<file path="config.mk">
export PLATFORM = sky130hd
export DESIGN_NAME = zbt_access_scheduler_flat
export DESIGN_NICKNAME = d
export VERILOG_FILES = /design/src/rtl/zbt_access_scheduler_if.sv /design/src/rtl/zbt_access_scheduler.sv /design/src/flat_wrapper.sv
export SDC_FILE = /design/constraint.sdc
export NUM_CORES = 1
export LEC_CHECK = 0
export ABC_AREA = 0
export CAP_MARGIN = 0
export CORE_MARGIN = 4
export CORE_UTILIZATION = 30
export DETAILED_ROUTE_END_ITERATION = 10
export GPL_TIMING_DRIVEN = 0
export SLEW_MARGIN = 10
export SYNTH_ARGS = -nofsm -noshare
export SYNTH_HDL_FRONTEND = slang
export SYNTH_SLANG_ARGS = --single-unit
export TNS_END_PERCENT = 10
</file>
<file path="constraint.sdc">
create_clock -name clk -period 4.35 [get_ports clk]
set_input_delay 1.305 -clock clk [delete_from_list [all_inputs] [get_ports clk]]
set_output_delay 1.305 -clock clk [all_outputs]
set_load 0.02 [all_outputs]
</file>
<file path="src/rtl/zbt_access_scheduler_if.sv">
// -----------------------------------------------------------------------------
// zbt_access_scheduler_if
// Bundles the client-facing and RAM-facing signals of the ZBT access scheduler.
//   slave  : the scheduler itself.
//   master : the environment (display/capture pipelines and the ZBT wrapper).
// Signals:
//   phase                       slot phase 0..3 (scheduler -> environment)
//   disp_addr/disp_data/valid   display read channel
//   cap_valid/ready/x/y/pixel   capture pixel handshake
//   clr_start/busy/done         frame-clear control
//   mem_we/addr/wdata/rdata     ZBT RAM port (2-cycle read latency)
// -----------------------------------------------------------------------------
interface zbt_access_scheduler_if #(
  parameter int ADDR_W = 19
);
  logic [1:0]        phase;
  logic [ADDR_W-1:0] disp_addr;
  logic [35:0]       disp_data;
  logic              disp_valid;
  logic              cap_valid;
  logic              cap_ready;
  logic [9:0]        cap_x;
  logic [9:0]        cap_y;
  logic [7:0]        cap_pixel;
  logic              clr_start;
  logic              clr_busy;
  logic              clr_done;
  logic              mem_we;
  logic [ADDR_W-1:0] mem_addr;
  logic [35:0]       mem_wdata;
  logic [35:0]       mem_rdata;

  modport slave (
    output phase,
    input  disp_addr,
    output disp_data, disp_valid,
    input  cap_valid, cap_x, cap_y, cap_pixel,
    output cap_ready,
    input  clr_start,
    output clr_busy, clr_done,
    output mem_we, mem_addr, mem_wdata,
    input  mem_rdata
  );

  modport master (
    input  phase,
    output disp_addr,
    input  disp_data, disp_valid,
    output cap_valid, cap_x, cap_y, cap_pixel,
    input  cap_ready,
    output clr_start,
    input  clr_busy, clr_done,
    input  mem_we, mem_addr, mem_wdata,
    output mem_rdata
  );
endinterface

</file>
<file path="src/rtl/zbt_access_scheduler.sv">
// -----------------------------------------------------------------------------
// zbt_access_scheduler
// Time-multiplexes one ZBT SRAM port across three clients in a 4-cycle slot:
//   phase 0 : display word read (address taken straight from disp_addr)
//   phase 1 : capture RMW read, or clear write
//   phase 2 : idle (display data returns and is registered)
//   phase 3 : capture RMW write (max-accumulate one lane), or clear write
// Word layout: bits[35:32]=0, lane k = bits[8k+7:8k]; addr = {y, x[9:2]},
// lane = x[1:0].
// Ports:
//   clk    system clock
//   reset  synchronous, active-high
//   bus    zbt_access_scheduler_if.slave (display, capture, clear, RAM port)
// Configuration:
//   ZBTS_CLEAR_EN  defined   -> frame-clear engine present
//                  undefined -> clr_start ignored, clr_busy/clr_done tied 0
// -----------------------------------------------------------------------------
module zbt_access_scheduler #(
  parameter int                ADDR_W   = 19,
  parameter logic [ADDR_W-1:0] CLR_LAST = ADDR_W'(19'h3FFFF)
) (
  input  logic                    clk,
  input  logic                    reset,
  zbt_access_scheduler_if.slave   bus
);

  typedef enum logic [1:0] {
    C_IDLE = 2'd0,
    C_HELD = 2'd1,
    C_RD   = 2'd2
  } cap_state_e;

  cap_state_e        state_q, state_d;
  logic [1:0]        phase_q;
  logic [ADDR_W-1:0] cap_addr_q;
  logic [1:0]        lane_q;
  logic [7:0]        pixel_q;
  logic [ADDR_W-1:0] addr_hold_q;
  logic [35:0]       disp_data_q;
  logic              disp_valid_q;

  logic              cap_ready;
  logic              cap_fire;
  logic              mem_we;
  logic [ADDR_W-1:0] mem_addr;
  logic [35:0]       mem_wdata;
  logic [35:0]       merged;
  logic [7:0]        old_lane;

  // Clear-engine view shared by both builds.
  logic              clr_block;   // clear busy or pending: capture must stay off
  logic              clr_wr;      // clear owns the RAM port this cycle
  logic [ADDR_W-1:0] clr_addr;
  logic              clr_busy;
  logic              clr_done;

  assign cap_fire = bus.cap_valid && cap_ready;

`ifdef ZBTS_CLEAR_EN
  logic              clr_busy_q;
  logic              clr_pend_q;
  logic              clr_done_q;
  logic [ADDR_W-1:0] clr_cnt_q;

  // Clear writes use both odd phases, i.e. two words per slot.
  assign clr_wr    = clr_busy_q && phase_q[0];
  assign clr_addr  = clr_cnt_q;
  assign clr_block = clr_busy_q || clr_pend_q;
  assign clr_busy  = clr_busy_q;
  assign clr_done  = clr_done_q;

  always_ff @(posedge clk) begin
    if (reset) begin
      clr_busy_q <= 1'b0;
      clr_pend_q <= 1'b0;
      clr_done_q <= 1'b0;
      clr_cnt_q  <= '0;
    end else begin
      clr_done_q <= 1'b0;
      if (clr_busy_q) begin
        if (clr_wr) begin
          // The counter stops at CLR_LAST rather than wrapping.
          if (clr_cnt_q == CLR_LAST) begin
            clr_busy_q <= 1'b0;
            clr_done_q <= 1'b1;
          end else begin
            clr_cnt_q <= clr_cnt_q + 1'b1;
          end
        end
      end else if (clr_pend_q) begin
        if (state_q == C_IDLE) begin
          clr_busy_q <= 1'b1;
          clr_pend_q <= 1'b0;
          clr_cnt_q  <= '0;
        end
      end else if (bus.clr_start) begin
        // A pixel accepted in this same cycle also owns the port: defer.
        if (state_q != C_IDLE || cap_fire) begin
          clr_pend_q <= 1'b1;
        end else begin
          clr_busy_q <= 1'b1;
          clr_cnt_q  <= '0;
        end
      end
    end
  end
`else
  logic unused_clr;

  assign clr_wr     = 1'b0;
  assign clr_addr   = '0;
  assign clr_block  = 1'b0;
  assign clr_busy   = 1'b0;
  assign clr_done   = 1'b0;
  assign unused_clr = ^{bus.clr_start, CLR_LAST};
`endif

  assign cap_ready = !reset && (state_q == C_IDLE) && !clr_block;

  // Max-accumulate: only the addressed lane may grow; ties keep the old value.
  always_comb begin
    merged   = {4'b0000, bus.mem_rdata[31:0]};
    old_lane = bus.mem_rdata[{lane_q, 3'b000} +: 8];
    if (pixel_q > old_lane) begin
      merged[{lane_q, 3'b000} +: 8] = pixel_q;
    end
  end

  // Slot arbitration and capture FSM next state.
  // NOTE: every output of this block gets a default first, so no path through
  // the case leaves a variable unassigned and no latch is inferred.
  always_comb begin
    state_d   = state_q;
    mem_we    = 1'b0;
    mem_addr  = addr_hold_q;
    mem_wdata = '0;
    unique case (phase_q)
      2'd0: mem_addr = bus.disp_addr;
      2'd1: begin
        if (clr_wr) begin
          mem_we   = 1'b1;
          mem_addr = clr_addr;
        end else if (state_q == C_HELD) begin
          mem_addr = cap_addr_q;
          state_d  = C_RD;
        end
      end
      2'd3: begin
        if (clr_wr) begin
          mem_we   = 1'b1;
          mem_addr = clr_addr;
        end else if (state_q == C_RD) begin
          // Read issued in phase 1 returns now; write back in the same cycle.
          mem_we    = 1'b1;
          mem_addr  = cap_addr_q;
          mem_wdata = merged;
          state_d   = C_IDLE;
        end
      end
      default: ;
    endcase
    if (state_q == C_IDLE && cap_fire) begin
      state_d = C_HELD;
    end
  end

  // NOTE: sequential state is written with non-blocking assignments so every
  // register samples the pre-edge values regardless of statement order.
  always_ff @(posedge clk) begin
    if (reset) begin
      phase_q      <= 2'd0;
      state_q      <= C_IDLE;
      cap_addr_q   <= '0;
      lane_q       <= 2'd0;
      pixel_q      <= 8'd0;
      addr_hold_q  <= '0;
      disp_data_q  <= '0;
      disp_valid_q <= 1'b0;
    end else begin
      phase_q      <= phase_q + 2'd1;
      state_q      <= state_d;
      addr_hold_q  <= mem_addr;
      disp_valid_q <= (phase_q == 2'd2);
      if (phase_q == 2'd2) begin
        disp_data_q <= bus.mem_rdata;
      end
      if (cap_fire) begin
        cap_addr_q <= ADDR_W'({bus.cap_y, bus.cap_x[9:2]});
        lane_q     <= bus.cap_x[1:0];
        pixel_q    <= bus.cap_pixel;
      end
    end
  end

  assign bus.phase      = phase_q;
  assign bus.disp_data  = disp_data_q;
  assign bus.disp_valid = disp_valid_q;
  assign bus.cap_ready  = cap_ready;
  assign bus.clr_busy   = clr_busy;
  assign bus.clr_done   = clr_done;
  assign bus.mem_we     = mem_we;
  assign bus.mem_addr   = mem_addr;
  assign bus.mem_wdata  = mem_wdata;

endmodule

</file>
<file path="src/flat_wrapper.sv">
// flat-port wrapper written by rule: the top's interface ports become plain ports
module zbt_access_scheduler_flat 
#(
  parameter int                ADDR_W   = 19,
  parameter logic [ADDR_W-1:0] CLR_LAST = ADDR_W'(19'h3FFFF)
)
  (clk, reset, bus_phase, bus_disp_addr, bus_disp_data, bus_disp_valid, bus_cap_valid, bus_cap_x, bus_cap_y, bus_cap_pixel, bus_cap_ready, bus_clr_start, bus_clr_busy, bus_clr_done, bus_mem_we, bus_mem_addr, bus_mem_wdata, bus_mem_rdata);
  zbt_access_scheduler_if #(.ADDR_W(ADDR_W)) bus_i ();
  input  logic clk;
  input  logic reset;
  output wire logic [$bits(bus_i.phase)-1:0] bus_phase;
  input wire logic [$bits(bus_i.disp_addr)-1:0] bus_disp_addr;
  output wire logic [$bits(bus_i.disp_data)-1:0] bus_disp_data;
  output wire logic [$bits(bus_i.disp_valid)-1:0] bus_disp_valid;
  input wire logic [$bits(bus_i.cap_valid)-1:0] bus_cap_valid;
  input wire logic [$bits(bus_i.cap_x)-1:0] bus_cap_x;
  input wire logic [$bits(bus_i.cap_y)-1:0] bus_cap_y;
  input wire logic [$bits(bus_i.cap_pixel)-1:0] bus_cap_pixel;
  output wire logic [$bits(bus_i.cap_ready)-1:0] bus_cap_ready;
  input wire logic [$bits(bus_i.clr_start)-1:0] bus_clr_start;
  output wire logic [$bits(bus_i.clr_busy)-1:0] bus_clr_busy;
  output wire logic [$bits(bus_i.clr_done)-1:0] bus_clr_done;
  output wire logic [$bits(bus_i.mem_we)-1:0] bus_mem_we;
  output wire logic [$bits(bus_i.mem_addr)-1:0] bus_mem_addr;
  output wire logic [$bits(bus_i.mem_wdata)-1:0] bus_mem_wdata;
  input wire logic [$bits(bus_i.mem_rdata)-1:0] bus_mem_rdata;
  assign bus_phase = bus_i.phase;
  assign bus_i.disp_addr = bus_disp_addr;
  assign bus_disp_data = bus_i.disp_data;
  assign bus_disp_valid = bus_i.disp_valid;
  assign bus_i.cap_valid = bus_cap_valid;
  assign bus_i.cap_x = bus_cap_x;
  assign bus_i.cap_y = bus_cap_y;
  assign bus_i.cap_pixel = bus_cap_pixel;
  assign bus_cap_ready = bus_i.cap_ready;
  assign bus_i.clr_start = bus_clr_start;
  assign bus_clr_busy = bus_i.clr_busy;
  assign bus_clr_done = bus_i.clr_done;
  assign bus_mem_we = bus_i.mem_we;
  assign bus_mem_addr = bus_i.mem_addr;
  assign bus_mem_wdata = bus_i.mem_wdata;
  assign bus_i.mem_rdata = bus_mem_rdata;
  zbt_access_scheduler #(.ADDR_W(ADDR_W), .CLR_LAST(CLR_LAST)) u_core (.clk(clk), .reset(reset), .bus(bus_i));
endmodule
</file>
==> summary.txt <==
Detailed routing
  • Via count: 4483
  • TritonRoute pass-1 iters: 5
  • DR DRC count: 0
  • DR iter-0 viols: 354
  • Routed len/inst: 18.14 um
  • Final ANT Viol Nets: 0
  • Via density: 4.943
  • Final WL: 16450 um

Worst setup path
  • Critical path's most frequent cell: buf_12
  • Critical Path RT: 3040 ps
  • CP Cell Sequence: buf_8, mux4_2, inv_2, ha_4, nor2b_1, o211ai_1, a211oi_4, buf_12, o21ai_4, buf_12, mux2i_2, buf_4
  • CP Max Fanout: 8
  • Worst setup EP type: primary output
  • Worst setup path category: input pin to primary output
  • Worst path slowest cell: mux4_2
  • Slowest Stage Delay on Critical Path: 480 ps
  • Critical Path Start Type: input pin
  • Arr. time, crit path: 3690 ps

Final layout
  • Commonest non-fill, non-tap cell in the layout: nand2_1
  • FILL cells: 1364
  • Antenna diode count: 0
  • Most frequent cells in the layout: nand2_1 (121), clkdlybuf4s50_1 (112), dfxtp_1 (88), nor2_1 (57), mux2i_1 (36)
  • Share of layout cells above drive strength 1: 0.2033
  • Final #Nets: 823
  • Area growth syn-to-layout: 58.74%
  • Fin area: 7162 sq um

Yosys
  • Post-synth EDFFs: 0
  • Async set or reset register ratio after synthesis: 0
  • Synth Area in XOR/XNOR: 0
  • Syn avg cell area: 8.677 sq um
  • Sequential area share after synthesis: 0.3905
  • Main synth FF type: dfxtp_1
  • Adder-cell share of the synthesized area: 0.04992
  • Post-synthesis instance area: 4512 sq um
  • Post-synthesis mux area share: 0.1908
  • Simple-Gate Fraction of Synth Area: 0.1858
  • Compound-gate portion of the synthesized area: 0.1187
  • Combinational family with the most area after synthesis: multiplexers
  • Syn Inst Count: 520
  • Yosys warnings: 0
  • Synth unique cells: 41
  • Seq cells post-synth: 88

CTS
  • CTS H-tree lvls: 3
  • Worst-case clock buffer depth: 2
  • CTS tree: done
  • Cts bufs inserted: 9
  • Root Driver: clkbuf_16
  • CTS sink count: 88
  • Clock-pin slew on the worst setup and hold paths: 70 ps
  • Hold bufs inserted after CTS: 0
  • Clk Latency, worst-skew pair: 350 ps

STA
  • Setup ws final: -643.8 ps
  • Min cycle time layout: 4994 ps
  • Slew margin rel.: 0.4640
  • Final period util: 1.148
  • Hold Vio Cnt, Final: 0
  • Pins over their slew limit: 0
  • Final setup viols: 36
  • Worst slew pin tran: 797.4 ps
  • Fmax: 200.2 MHz
  • Hold WS: 460.9 ps
  • Clock skew: 8.170 ps
  • RSZ-0062 raised after global routing: yes

Placed design
  • Placed cell area: 6668 sq um
  • Post-detail-place hpwl: 12670 um
  • IO Port Bufs: 180
  • Gpl congestion: 0.8893

Power and ir drop
  • Power Dens Cells: 326.9 nW/um^2
  • VDD IR max: 0.2275 mV
  • Tot Pwr: 2.341 mW
  • Leak: 2.788 nW

Die
  • Die height: 130.6 um
  • Top-Level Pins: 185
  • Starting Density: 0.3081
  • Die width: 130.6 um
  • Core Box Area: 14640 sq um
  • Die area: 17070 sq um
  • Row cnt: 44

Job
  • Max_cap viols: 0

Global routing
  • Global Route Usage Sum: 0.1900
  • First-pass GRT wire length: 24750 um
  • Vias in the first global route: 4462
  • Initial antenna violation count: 0
  • Grt total ovfl: 0
  • Largest net degree at the start of global routing: 17

Min path
  • Worst Hold Class: register to register

Run status
  • Run status: complete, but fails checks
  • Violated checks: negative setup slack
## where the power goes
part	total, mW	internal [mW]	switching (mW)
Combinational	0.533	0.258	0.275
Clock	0.917	0.568	0.348
Sequential	0.892	0.856	0.0353
Total	2.34	1.68	0.659
## timing repair
action / in CTS / in global routing
pin swaps: 11 / 6
setup endpoints to repair: 37 / 46
resized for setup: 243 / 31
setup buffers: 6 / 1
## worst paths after layout
check,startpoint,endpoint,slack (ps),cells after the start
worst max-delay path,bus_mem_rdata[25],bus_mem_wdata[17],-640,12
worst min-delay path,u_core.cap_addr_q[13]$_SDFFE_PP0P_,u_core.cap_addr_q[13]$_SDFFE_PP0P_,460,2
worst max register to register,u_core.bus.phase[0]$_SDFF_PP0_,u_core.addr_hold_q[4]$_SDFF_PP0_,2350,7
worst min register to register,u_core.cap_addr_q[13]$_SDFFE_PP0P_,u_core.cap_addr_q[13]$_SDFFE_PP0P_,460,2
## critical path, delay by kind of cell
kind	cells	cell delay [ps]
AOI/OAI and AO/OA	3	610
buffers and inverters	5	720
adders and majority gates	1	200
muxes	2	720
and+or+nand+nor	1	120
## through the flow
stage	util	setup WS [ps]	TNS [ps]	cells
2_1_floorplan	-	-325.9	-10420	521
3_3_place_gp	0.4553	-1612	-54960	885
3_5_place_dp	0.4553	-1667	-56770	885
4_1_cts	0.4842	-627.4	-20510	907
5_1_grt	0.4891	-678.3	-22310	907
6_report	0.4891	-643.8	-20420	907
## routing by layer
layer / GRT usage / part of all wire / vias to the layer above / routed length (um)
met2: 0.3221 / 0.48 / 167 / 7883
met1: 0.2384 / 0.44 / 2140 / 7237
li1: - / - / 2152 / -
met3: 0.04146 / 0.058 / 24 / 951
met4: 0.06776 / 0.023 / 0 / 378
met5: 0 / 0 / - / 0
## kinds of logic after synthesis
group	count (synthesis)
AOI/OAI and AO/OA	68
adders and majority gates	18
buffers and inverters	66
DFF	88
muxes	76
other	1
and+or+nand+nor	203
## synthesized netlist by cell type (3+ instances only)
| library cell | instances | area [sq um] |
|---|---|---|
| nand2_1 | 121 | 454.2 |
| dfxtp_1 | 88 | 1762 |
| mux2i_1 | 68 | 680.7 |
| nor2_1 | 57 | 214.0 |
| a21oi_1 | 33 | 165.2 |
| inv_1 | 32 | 120.1 |
| a222oi_1 | 18 | 180.2 |
| ha_1 | 18 | 225.2 |
| clkbuf_1 | 17 | 63.81 |
| mux4_2 | 8 | 180.2 |
| buf_2 | 7 | 35.03 |
| and2_1 | 6 | 37.54 |
| nor2b_1 | 6 | 37.54 |
| buf_4 | 4 | 30.03 |
| o21ai_4 | 4 | 65.06 |
| and3_1 | 3 | 18.77 |
| buf_1 | 3 | 11.26 |
## registers in the layout (all words and copies together) (netlist names)
signal / count
u_core.state_q: 2
u_core.bus.phase: 2
u_core.bus.disp_valid: 1
u_core.lane_q: 2
u_core.addr_hold_q: 19
u_core.bus.disp_data: 36
u_core.pixel_q: 8
u_core.cap_addr_q: 18
## layout make-up
cell class / instances / area [sq um] / share of cell area
repair buffers: 186 / 1815 / 0.2535
clock inverters: 7 / 126.4 / 0.01764
clock buffers: 9 / 225.2 / 0.03145
inverters: 33 / 123.9 / 0.01730
multi-input cells: 367 / 2715 / 0.3791
flip-flops and latches: 88 / 1762 / 0.2460
well taps: 184 / 230.2 / 0.03215
plain buffers: 33 / 163.9 / 0.02289
(Power assumes the default switching activity.)
